[src/rtl/vgacon_term_ctrl.sv]
// rtl/vgacon_term_ctrl.sv - text console controller: char FIFO, cursor, scroll and clear sequencer
module vgacon_term_ctrl #(
    parameter int NUM_ROWS   = 3,
    parameter int NUM_COLS   = 10,
    parameter int FIFO_DEPTH = 4
) (
    input  logic       clk,
    input  logic       rst_n,
    input  logic       tty_valid,
    input  logic [8:0] tty_data,
    output logic       tty_ready,
    input  logic       cmd_clear,
    output logic       busy,
    output logic [4:0] cursor,
    output logic       buf_we,
    output logic [4:0] buf_addr,
    output logic [8:0] buf_wdata,
    output logic [4:0] buf_raddr,
    input  logic [8:0] buf_rdata
);

    localparam int N  = NUM_ROWS * NUM_COLS;
    localparam int PW = (FIFO_DEPTH > 1) ? $clog2(FIFO_DEPTH) : 1;

    localparam logic [4:0] COLS5       = 5'(NUM_COLS);
    localparam logic [4:0] LAST_ROW    = 5'(NUM_ROWS - 1);
    localparam logic [4:0] LAST_COL    = 5'(NUM_COLS - 1);
    localparam logic [4:0] LAST_CELL   = 5'(N - 1);
    localparam logic [4:0] COPY_LAST   = 5'(N - NUM_COLS - 1);
    localparam logic [4:0] TAIL_FIRST  = 5'(N - NUM_COLS);
    localparam logic [PW:0] FIFO_FULL  = (PW + 1)'(FIFO_DEPTH);
    localparam logic [8:0] BLANK       = 9'h020;

    typedef enum logic [1:0] {
        ST_IDLE,
        ST_EXEC,
        ST_SCROLL,
        ST_CLEAR
    } state_t;

    state_t      state;
    logic [4:0]  row_q;
    logic [4:0]  col_q;
    logic [4:0]  idx_q;
    logic [8:0]  char_q;
    logic        clr_pend;

    logic [8:0]  fifo_mem [FIFO_DEPTH];
    logic [PW-1:0] wptr;
    logic [PW-1:0] rptr;
    logic [PW:0]   count;
    logic        fifo_push;
    logic        fifo_pop;
    logic        fifo_empty;

    logic [6:0]  ascii;
    logic        is_print;

    assign fifo_empty = (count == '0);
    assign tty_ready  = (count != FIFO_FULL);
    assign fifo_push  = tty_valid & tty_ready;
    // A pending clear outranks the FIFO, so the pop is gated the same way as the IDLE branch.
    assign fifo_pop   = (state == ST_IDLE) && !clr_pend && !fifo_empty;

    assign ascii    = char_q[6:0];
    assign is_print = (ascii >= 7'h20) && (ascii <= 7'h7E);
    assign cursor   = row_q * COLS5 + col_q;
    assign busy     = !fifo_empty || clr_pend || (state != ST_IDLE);

    // FIFO storage; contents need no reset since count gates every read.
    always_ff @(posedge clk) begin
        if (fifo_push) begin
            fifo_mem[wptr] <= tty_data;
        end
    end

    // FIFO pointers and occupancy.
    always_ff @(posedge clk or negedge rst_n) begin
        if (!rst_n) begin
            wptr  <= '0;
            rptr  <= '0;
            count <= '0;
        end else begin
            if (fifo_push) wptr <= wptr + PW'(1);
            if (fifo_pop)  rptr <= rptr + PW'(1);
            case ({fifo_push, fifo_pop})
                2'b10:   count <= count + (PW + 1)'(1);
                2'b01:   count <= count - (PW + 1)'(1);
                default: count <= count;
            endcase
        end
    end

    // Console sequencer: command decode, cursor tracking, scroll copy and blanking sweeps.
    always_ff @(posedge clk or negedge rst_n) begin
        if (!rst_n) begin
            state    <= ST_IDLE;
            row_q    <= '0;
            col_q    <= '0;
            idx_q    <= '0;
            char_q   <= '0;
            clr_pend <= 1'b1;
        end else begin
            if (cmd_clear) clr_pend <= 1'b1;
            case (state)
                ST_IDLE: begin
                    if (clr_pend) begin
                        state    <= ST_CLEAR;
                        idx_q    <= '0;
                        row_q    <= '0;
                        col_q    <= '0;
                        clr_pend <= cmd_clear;
                    end else if (!fifo_empty) begin
                        char_q <= fifo_mem[rptr];
                        state  <= ST_EXEC;
                    end
                end
                ST_EXEC: begin
                    state <= ST_IDLE;
                    if (is_print) begin
                        if (col_q == LAST_COL) begin
                            col_q <= '0;
                            if (row_q == LAST_ROW) begin
                                state <= ST_SCROLL;
                                idx_q <= '0;
                            end else begin
                                row_q <= row_q + 5'd1;
                            end
                        end else begin
                            col_q <= col_q + 5'd1;
                        end
                    end else begin
                        case (ascii)
                            7'h0D: col_q <= '0;
                            7'h0A: begin
                                col_q <= '0;
                                if (row_q == LAST_ROW) begin
                                    state <= ST_SCROLL;
                                    idx_q <= '0;
                                end else begin
                                    row_q <= row_q + 5'd1;
                                end
                            end
                            7'h08: begin
                                if (col_q != '0) col_q <= col_q - 5'd1;
                            end
                            7'h0C: begin
                                state <= ST_CLEAR;
                                idx_q <= '0;
                                row_q <= '0;
                                col_q <= '0;
                            end
                            default: ;
                        endcase
                    end
                end
                ST_SCROLL: begin
                    if (idx_q == COPY_LAST) begin
                        state <= ST_CLEAR;
                        idx_q <= TAIL_FIRST;
                    end else begin
                        idx_q <= idx_q + 5'd1;
                    end
                end
                ST_CLEAR: begin
                    if (idx_q == LAST_CELL) begin
                        state <= ST_IDLE;
                    end else begin
                        idx_q <= idx_q + 5'd1;
                    end
                end
                default: state <= ST_IDLE;
            endcase
        end
    end

    // Text-buffer port decode from the registered state; quiet in IDLE.
    always_comb begin
        buf_we    = 1'b0;
        buf_addr  = '0;
        buf_raddr = '0;
        buf_wdata = '0;
        case (state)
            ST_EXEC: begin
                if (is_print) begin
                    buf_we    = 1'b1;
                    buf_addr  = cursor;
                    buf_wdata = char_q;
                end else if ((ascii == 7'h08) && (col_q != '0)) begin
                    buf_we    = 1'b1;
                    buf_addr  = cursor - 5'd1;
                    buf_wdata = BLANK;
                end
            end
            ST_SCROLL: begin
                buf_we    = 1'b1;
                buf_addr  = idx_q;
                buf_raddr = idx_q + COLS5;
                buf_wdata = buf_rdata;
            end
            ST_CLEAR: begin
                buf_we    = 1'b1;
                buf_addr  = idx_q;
                buf_wdata = BLANK;
            end
            default: ;
        endcase
    end

endmodule

[config.mk]
export PLATFORM = sky130hd
export DESIGN_NAME = vgacon_term_ctrl
export DESIGN_NICKNAME = d
export VERILOG_FILES = /design/src/rtl/vgacon_term_ctrl.sv
export SDC_FILE = /design/constraint.sdc
export NUM_CORES = 1
export LEC_CHECK = 0
export ABC_AREA = 1
export CAP_MARGIN = 10
export CORE_MARGIN = 3
export CORE_UTILIZATION = 35
export DETAILED_ROUTE_END_ITERATION = 16
export DONT_BUFFER_PORTS = 1
export GPL_ROUTABILITY_DRIVEN = 0
export PLACE_DENSITY = 0.53
export SYNTH_ARGS = -nofsm -noshare
export SYNTH_HDL_FRONTEND = slang
export SYNTH_SLANG_ARGS = --single-unit
[constraint.sdc]
create_clock -name clk -period 2.7 [get_ports clk]
set_input_delay 0.81 -clock clk [delete_from_list [all_inputs] [get_ports clk]]
set_output_delay 0.81 -clock clk [all_outputs]
set_load 0.01 [all_outputs]
# ---- Word level (Yosys, flattened, before mapping)
# Memories as Yosys holds them, arrays and structs flattened. A register that Yosys moved wholly into a read port is not among the register bits.
# Index checks and enable logic that the tools add are counted.
dict set report word_totals {
  ram_bits 36
  n_memories 1
  output_inout_bits 27
  register_bits 25
  in_bits 22
  wordCells 114
}
dict set report classes {
  n_bitwise 3
  n_addsub 11
  n_reduce_logical 22
  mul 1
  n_lt_le_gt_ge 2
  muxes 43
  n_eq_ne 23
}
# name depth word_bits rd rd_ports_with_merged_regs wr line
set mem_list {}
lappend mem_list {fifo_mem 4 9 1 1 1 48} ;# logic [8:0] fifo_mem [FIFO_DEPTH];
# operator count
set op_table {}
lappend op_table {{two-way mux 5 bit} 15}
lappend op_table {{one-hot mux 5 bit (2 select lines)} 6}
lappend op_table {{equality test 7 x 4 -> 1 bit (second input constant)} 4}
lappend op_table {{one-hot mux 9 bit (3 select lines)} 1}
lappend op_table {{one-hot mux 5 bit (4 select lines)} 1}
lappend op_table {{adder 5 x 1 -> 5 bit (second input constant)} 3}
lappend op_table {{two-way mux 2 bit} 7}
lappend op_table {{AND reduction 4 bit} 3}
lappend op_table {{equality test 5 bit (second input constant)} 2}
lappend op_table {{subtractor 5 x 1 -> 5 bit (second input constant)} 2}
lappend op_table {{two-way mux 9 bit} 1}
lappend op_table {{inequality test 3 bit (second input constant)} 3}
lappend op_table {{inequality test 2 bit (second input constant)} 4}
lappend op_table {{inequality test 4 bit (second input constant)} 2}
lappend op_table {{one-hot mux 2 bit (4 select lines)} 1}
lappend op_table {{greater-or-equal comparator 7 x 6 -> 1 bit (second input constant)} 1}
lappend op_table {{less-or-equal comparator 7 bit (second input constant)} 1}
lappend op_table {{two-way mux 1 bit} 7}
lappend op_table {{equality test 2 bit (second input constant)} 3}
lappend op_table {{two-way mux 6 bit} 1}
lappend op_table {{one-hot mux 3 bit (2 select lines)} 1}
lappend op_table {{AND reduction 3 bit} 2}
lappend op_table {{nonzero test 2 bit} 3}
lappend op_table {{adder 5 x 4 -> 5 bit (second input constant)} 1}
lappend op_table {{other kinds (21)} 30}

# ---- Depth between registers and ports, before layout
dict set report logic_depth {
  word_depth 6
  depth_mapped 13
}

# ---- Worst setup path before layout
# OpenSTA, ideal clock, no wires.
dict set report synth_timing {
  path_kind {register -> output}
  start {reg row_q[0]}
  end {out buf_addr[3]}
  n_path_buf 0
  t_arrival_ns 1.711
  required_time_ns 1.890
  slack_ns 0.179
  path_stages_with_launch 8
  path_cell_list {dfrtp_1 > ha_1 > ha_1 > xor2_1 > inv_1 > nand4_1 > nand3_1 > o21ai_0}
}
dict set report synth_between {
  elab_chain_len 6
}
# item line
set synth_rtl {}
lappend synth_rtl {{start: declaration} 42} ;# logic [4:0] row_q;
lappend synth_rtl {{start signal: assignment} 127} ;# row_q <= row_q + 5'd1;
lappend synth_rtl {{start signal: assignment} 141} ;# row_q <= row_q + 5'd1;
lappend synth_rtl {{multiplier 5 x 3 -> 4 bit (*)} 67} ;# assign cursor = row_q * COLS5 + col_q;
lappend synth_rtl {{adder 5 bit (*)} 67}
lappend synth_rtl {{named net cursor[3]} 14} ;# output logic [4:0] cursor,
lappend synth_rtl {{subtractor 5 x 1 -> 5 bit} 191} ;# buf_addr = cursor - 5'd1;
lappend synth_rtl {{two-way mux 5 bit} 189} ;# end else if ((ascii == 7'h08) && (col_q != '0)) begin
lappend synth_rtl {{two-way mux 5 bit (*)} 185} ;# if (is_print) begin
lappend synth_rtl {{one-hot mux 5 bit (2 select lines) (*)} 183} ;# case (state)
lappend synth_rtl {{end: declaration} 16} ;# output logic [4:0] buf_addr,
# The timed path passes the listed nets; every way through them passes the cells marked *.

# ---- Worst setup path after layout
dict set report layout_timing {
  start {reg row_q[0]}
  end {out buf_addr[4]}
}
dict set report layout_between {
  elab_chain_len 6
}
# item line
set layout_rtl {}
lappend layout_rtl {{multiplier 5 x 3 -> 4 bit (*)} 67}
lappend layout_rtl {{adder 5 bit (*)} 67}
lappend layout_rtl {{subtractor 5 x 1 -> 5 bit} 191}
lappend layout_rtl {{two-way mux 5 bit} 189}
lappend layout_rtl {{two-way mux 5 bit (*)} 185}
lappend layout_rtl {{one-hot mux 5 bit (2 select lines) (*)} 183}
# Mark *: on every way between the ends. The rest lies on a longest branch, timed or not.

==> metrics.txt <==
CTS Sinks 70; initial antenna violation count 0; H-tree depth 3; setup ws final -0.1234 ns; Row Count 39; pwr/cell area around 460 nW/µm²; CTS Buffer Depth 2; overall power about 2.3 mW; Syn Nets 544; IO buf count 0; DPL Wire Length 6979 µm; first-pass GRT wire length 15710 µm; Critical Path Sink Type primary output; GRT overflow 0; Critical Setup Path Class reg2out; worst rel slew slack roughly 63%; max_cap viols 0; CTS tree yes; CP Max Fanout 4; CP max stage cell dfrtp_1; DRT antenna net count 0; Hold Buf Count CTS 0; max incr delay on CP roughly 0.4 ns; critical path arrival 2.01 ns; post-synthesis adder-cell area fraction 6.609%; Cell Area, Synth between 4000 and 5000 µm²; clk_skew a little over 0.005 ns; Setup TNS -0.2894 ns; synthesized instance count between 500 and 600; Starting Density 36.34%; final setup fails 3; Buf/Inv on CP 1; crit start category register; Routed Wire Length roughly 9600 µm; total track usage 14.97%; FF+latch count, synth 70; area of the die around 13000 µm²; sequential area share after synthesis a little under half; pin count of the biggest net entering global routing 35; Multi-input gate area 2063 µm²; Area growth syn-to-layout 17.95%; Synth Area per Inst around 8.4 µm²; period utilisation layout 104.6%; clk slew on worst S/H paths 0.06 ns; RSZ-0062 raised after global routing yes; complex-gate fraction of the synthesized area 8.931%; violated checks negative setup slack; Hold Crit Class in2async; DIE HEIGHT approximately 120 µm; DRC Markers 0; CP required between 1.5 and 2 ns; synth warn 0; latest clock arrival within the worst-skew pair between 0.3 and 0.4 ns; worst-margin pin slew approximately 0.56 ns; share of layout cells above drive strength 1 between 10% and 20%; Peak supply drop about 0.00044 V; Core Footprint 11560 µm²; Max Fclk 0.3542 GHz; vias per cell 4.901; min cycle time layout 2.823 ns; fin cells roughly 680; count of different cell masters after synthesis 38; Final Hold Viols 0; IO Pins 49; fin nets 570; mux cell area share after synthesis 0%; simple-gate share of the synthesized area about 27%; root buffer cell clkbuf_16; placed cell count 650; LEAKAGE between 2 and 2.5 nW; crit path cell chain buf_4, ha_4, ha_4, xor2_4, nand2_1, nor2_1, nand3_1, nand3_1, nand2_2; Inserted Clock Buffers 9; DR vias between 3000 and 4000; XOR/XNOR Fraction of Synth Area under 10%; CP top delay family adder cells; max-slew violation count 0; largest family of logic cells by synthesized area simple AND/OR/NAND/NOR gates; # diodes 0; routed length per instance about 14 µm; die width 115.6 µm; Reg area a little under 2000 µm²; vias in the first global route 3213; fillers 1154; 1st-iter DRT viols between 200 and 250; status finished with violations; Initial DRT Pass Iterations 4
## flip-flops by register name (all words and copies together), names as in the netlist, 3 cells and up
name / cells
idx_q: 5
count: 3
col_q: 5
row_q: 5
fifo_mem: 36
char_q: 9
## path summary, 6_finish.rpt
kind	end	cells past startpoint	from	slack [ns]
setup / recovery	buf_addr[4]	9	row_q[0]	-0.12
min in group clk	count[0]	1	count[0]	0.47
setup reg to reg	count[2]	12	state[1]	0.27
hold reg to reg	count[0]	1	count[0]	0.47
hold / removal	col_q[3]	0	rst_n	0.17
max in group asynchronous	clr_pend	0	rst_n	2.35
## kinds of logic (layout without fill, tap and decap cells)
| kind of cell | Yosys count | count (layout) |
|---|---|---|
| AOI/OAI and AO/OA | 64 | 64 |
| adders and majority gates | 21 | 21 |
| xor gates and xnor gates | 17 | 17 |
| buffers and inverters | 79 | 110 |
| DFF | 70 | 70 |
| and+or+nand+nor | 250 | 250 |
## where the power goes
group	total, mW	switching (mW)	internal [mW]
sequential	1.13	0.000158	1.13
combinational	0.00128	0.000634	0.000650
clock	1.17	0.450	0.717
## placed cells by master (no fill, tap or decap), types with 3 or more instances in the layout
cell type,instances
nand2_1,108
nor2_1,64
inv_1,56
edfxtp_1,36
dfrtp_1,33
nand3_1,32
o21ai_0,29
buf_4,28
ha_1,16
xor2_1,14
nand4_1,11
nand2_2,9
o32ai_1,9
clkbuf_16,9
nand3_2,7
a21oi_1,7
inv_2,6
nor2_4,6
o21ai_2,6
o21ai_1,6
nor3_1,4
nand2_4,3
nor2_2,3
## Yosys cell counts (all sizes together)
cell type	count	share of area, %
nor2	73	7.5
buf	12	2.1
xnor2	2	0.42
o211ai	1	0.18
nand4	11	1.6
nand3b	1	0.18
clkbuf	3	0.27
dfstp	1	0.63
nand2	121	12
xor2	15	3.1
or2	1	0.15
edfxtp	36	26
o32ai	9	1.9
o21bai	1	0.18
fa	2	0.95
clkinv	1	0.089
dfrtp	33	20
inv	63	5.6
nand3	39	5.0
ha	19	5.7
o22ai	1	0.15
a21oi	8	1.0
a32o	1	0.24
o21ai	42	5.1
a21o	1	0.18
nor3	4	0.48
## timing repair
action / CTS / global route
cloned: 0 / 0
setup endpoints to repair: 13 / 21
buffers inserted: 2 / 7
resized for setup: 21 / 22
pin swaps: 2 / 14
## metrics by stage
stage / worst slack (ns) / util [%] / instance area, µm² / hold slack [ns]
3_5_place_dp: 0.1191 / 38.41 / 4442 / 0.4633
6_report: -0.1234 / 42.86 / 4957 / 0.1708
4_1_cts: -0.1153 / 41.64 / 4816 / 0.1575
3_3_place_gp: 0.1632 / 38.41 / 4442 / 0.4627
2_1_floorplan: 0.1790 / - / 4203 / 0.4465
5_1_grt: -0.2243 / 42.86 / 4957 / 0.1607
## routing by layer
metal  up-vias  global-route usage (%)  routed length, µm
li1       1695                       -                  -
met1      1556                   19.00               4262
met2        47                   25.77               4915
met3        10                   3.238                323
met4         0                   4.225                 80
met5         -                       0                  0
## final cells by class
class	count	share of cell area (%)
Inverter	64	4.897
Clock buffer	9	4.543
Clock inverter	7	1.464
Multi-Input combinational cell	352	41.62
Tap cell	143	3.609
Sequential cell	70	39.00
Timing Repair Buffer	30	4.871
Power figures use the tool's default switching activity.
==> RTL edit (config.mk and constraints unchanged) <==
`FIFO_DEPTH`: 4 -> 8.
--- a/src/rtl/vgacon_term_ctrl.sv
+++ b/src/rtl/vgacon_term_ctrl.sv
@@ -2,7 +2,7 @@
 module vgacon_term_ctrl #(
     parameter int NUM_ROWS   = 3,
     parameter int NUM_COLS   = 10,
-    parameter int FIFO_DEPTH = 4
+    parameter int FIFO_DEPTH = 8
 ) (
     input  logic       clk,
     input  logic       rst_n,
Function: changed (Yosys sat finds a counterexample within 10 cycles, from zero or initial values and one cycle with rst_n low).
==> RTL edit against the unedited design <==
- the run still ends with negative setup slack left
- global-route usage increased by 1.1 points
- design area increased by 35%
- worst setup slack got worse by 0.75 ps
- highest routed layer unchanged
- clock skew increased by 5.7 ps
- sequential cell count increased by 39
- total power increased by 35%
- critical path depth unchanged
- non-clock buffer count increased by 11
- synthesized area increased by 39%
- final cell count increased by 32%
- routed wire length increased by 49%
- utilization decreased by 1.3 points
==> RTL edit: results <==
set metrics [dict create \
    viasPerCell 4.97 \
    grtUsageTotal_pct 16.0 \
    grt_start_max_net_pins 38 \
    fin_tns_setup_ps -284 \
    synth_compound_area_share_pct 9.59 \
    diodes 0 \
    synth_edf_count 72 \
    tightest_slew_ps 668 \
    grt_pass1_wl_um 22700 \
    drtIter0Drc 243 \
    synthAdderAreaFrac_pct 4.75 \
    drive_gt1_share_pct 18.5 \
    ys.warnings.count 0 \
    async_reset_ff_share_pct 33.9 \
    nFillCells 1580 \
    yosys-top-cells-area "edfxtp_1, dfrtp_1, nand2_1, nor2_1, o21ai_0" \
    crit_fanout 3 \
    cts.clk_slew.worst_paths_ps 80 \
    top_regs "fifo_mem x72, char_q x9" \
    synth_xor_area_share_pct 2.70 \
    placedCellCount 866 \
    skew_ps 10.8 \
    cpPeakStageDelay_ps 450 \
    dp_slack_ps 155 \
    synth_commonest_cells "nand2_1, nor2_1, edfxtp_1, o21ai_0, inv_1" \
    synth_nets 687 \
    wl_per_cell_um 16.0 \
    finish.net_count 714 \
    p_sw_share_pct 21.3 \
    grt_pass1_vias 4457 \
    clk_latency_ps 360 \
    setup_ws_ps -124 \
    via_count 4433 \
    vdd.ir_drop.worst_uv 345 \
    ys_seq_area_share_pct 52.9 \
    setup_viol 3 \
    syn-instance-count 644 \
    status "finished, violations left" \
    failed_checks "negative setup slack" \
    drt_pass1_iterations 4 \
    slowest_stage "dfrtp_2" \
    dp_hpwl_um 9580 \
]
==> RTL edit: kinds of logic after synthesis <==
group,count (synthesis)
buffers and inverters,85
adder cells (fa/ha/maj),21
flip-flops,109
AO/OA/AOI/OAI,98
AND/OR/NAND/NOR,313
XOR/XNOR,18
==> RTL edit: worst paths after layout <==
check | startpoint | to | slack (ps)
hold / removal | rst_n | col_q[2] | 140
max in group asynchronous | rst_n | clr_pend | 2380
min in group clk | clr_pend | clr_pend | 490
setup / recovery | row_q[0] | buf_addr[3] | -120
hold reg to reg | clr_pend | clr_pend | 490
setup reg to reg | state[0] | count[3] | 430
==> RTL edit: metrics by stage <==
step	power (mW)	area [µm²]
after floorplan	1.82	5840
after global placement	1.82	6210
after detailed placement	1.82	6210
after CTS	3.14	6590
after global routing	3.20	6700
final	3.09	6700
==> RTL edit: repair_timing <==
action,CTS,global route
hold buffers,0,0
gates resized for setup,13,28
endpoints found under the hold margin,0,0
setup buffers,6,4
pin swaps,6,15
setup endpoints to repair,7,8
==> RTL edit: area by class of cell <==
class,instances,area share [%]
inverters,60,3.44
flip-flops and latches,109,46.1
well taps,216,4.03
repair buffers,41,4.65
clock inverters,6,0.934
clock buffers,10,3.42
multi-input cells,450,37.4
==> RTL edit: power groups by stage <==
stage | Sequential (mW) | Clock [mW] | Combinational (mW)
4_1_cts | 1.78 | 1.36 | 0.00104
5_1_grt | 1.78 | 1.42 | 0.00115
6_report | 1.78 | 1.31 | 0.00104
3_3_place_gp | 1.82 | 0 | 0.00100
3_5_place_dp | 1.82 | 0 | 0.00101
2_1_floorplan | 1.82 | 0 | 0.000878
==> RTL edit: layer usage <==
metal	vias to the layer above	wire, µm	track usage, %
li1	2196	-	-
met1	2118	6160	19.3
met2	107	7260	28.4
met3	12	691	3.68
met4	0	195	5.32
met5	-	0	0
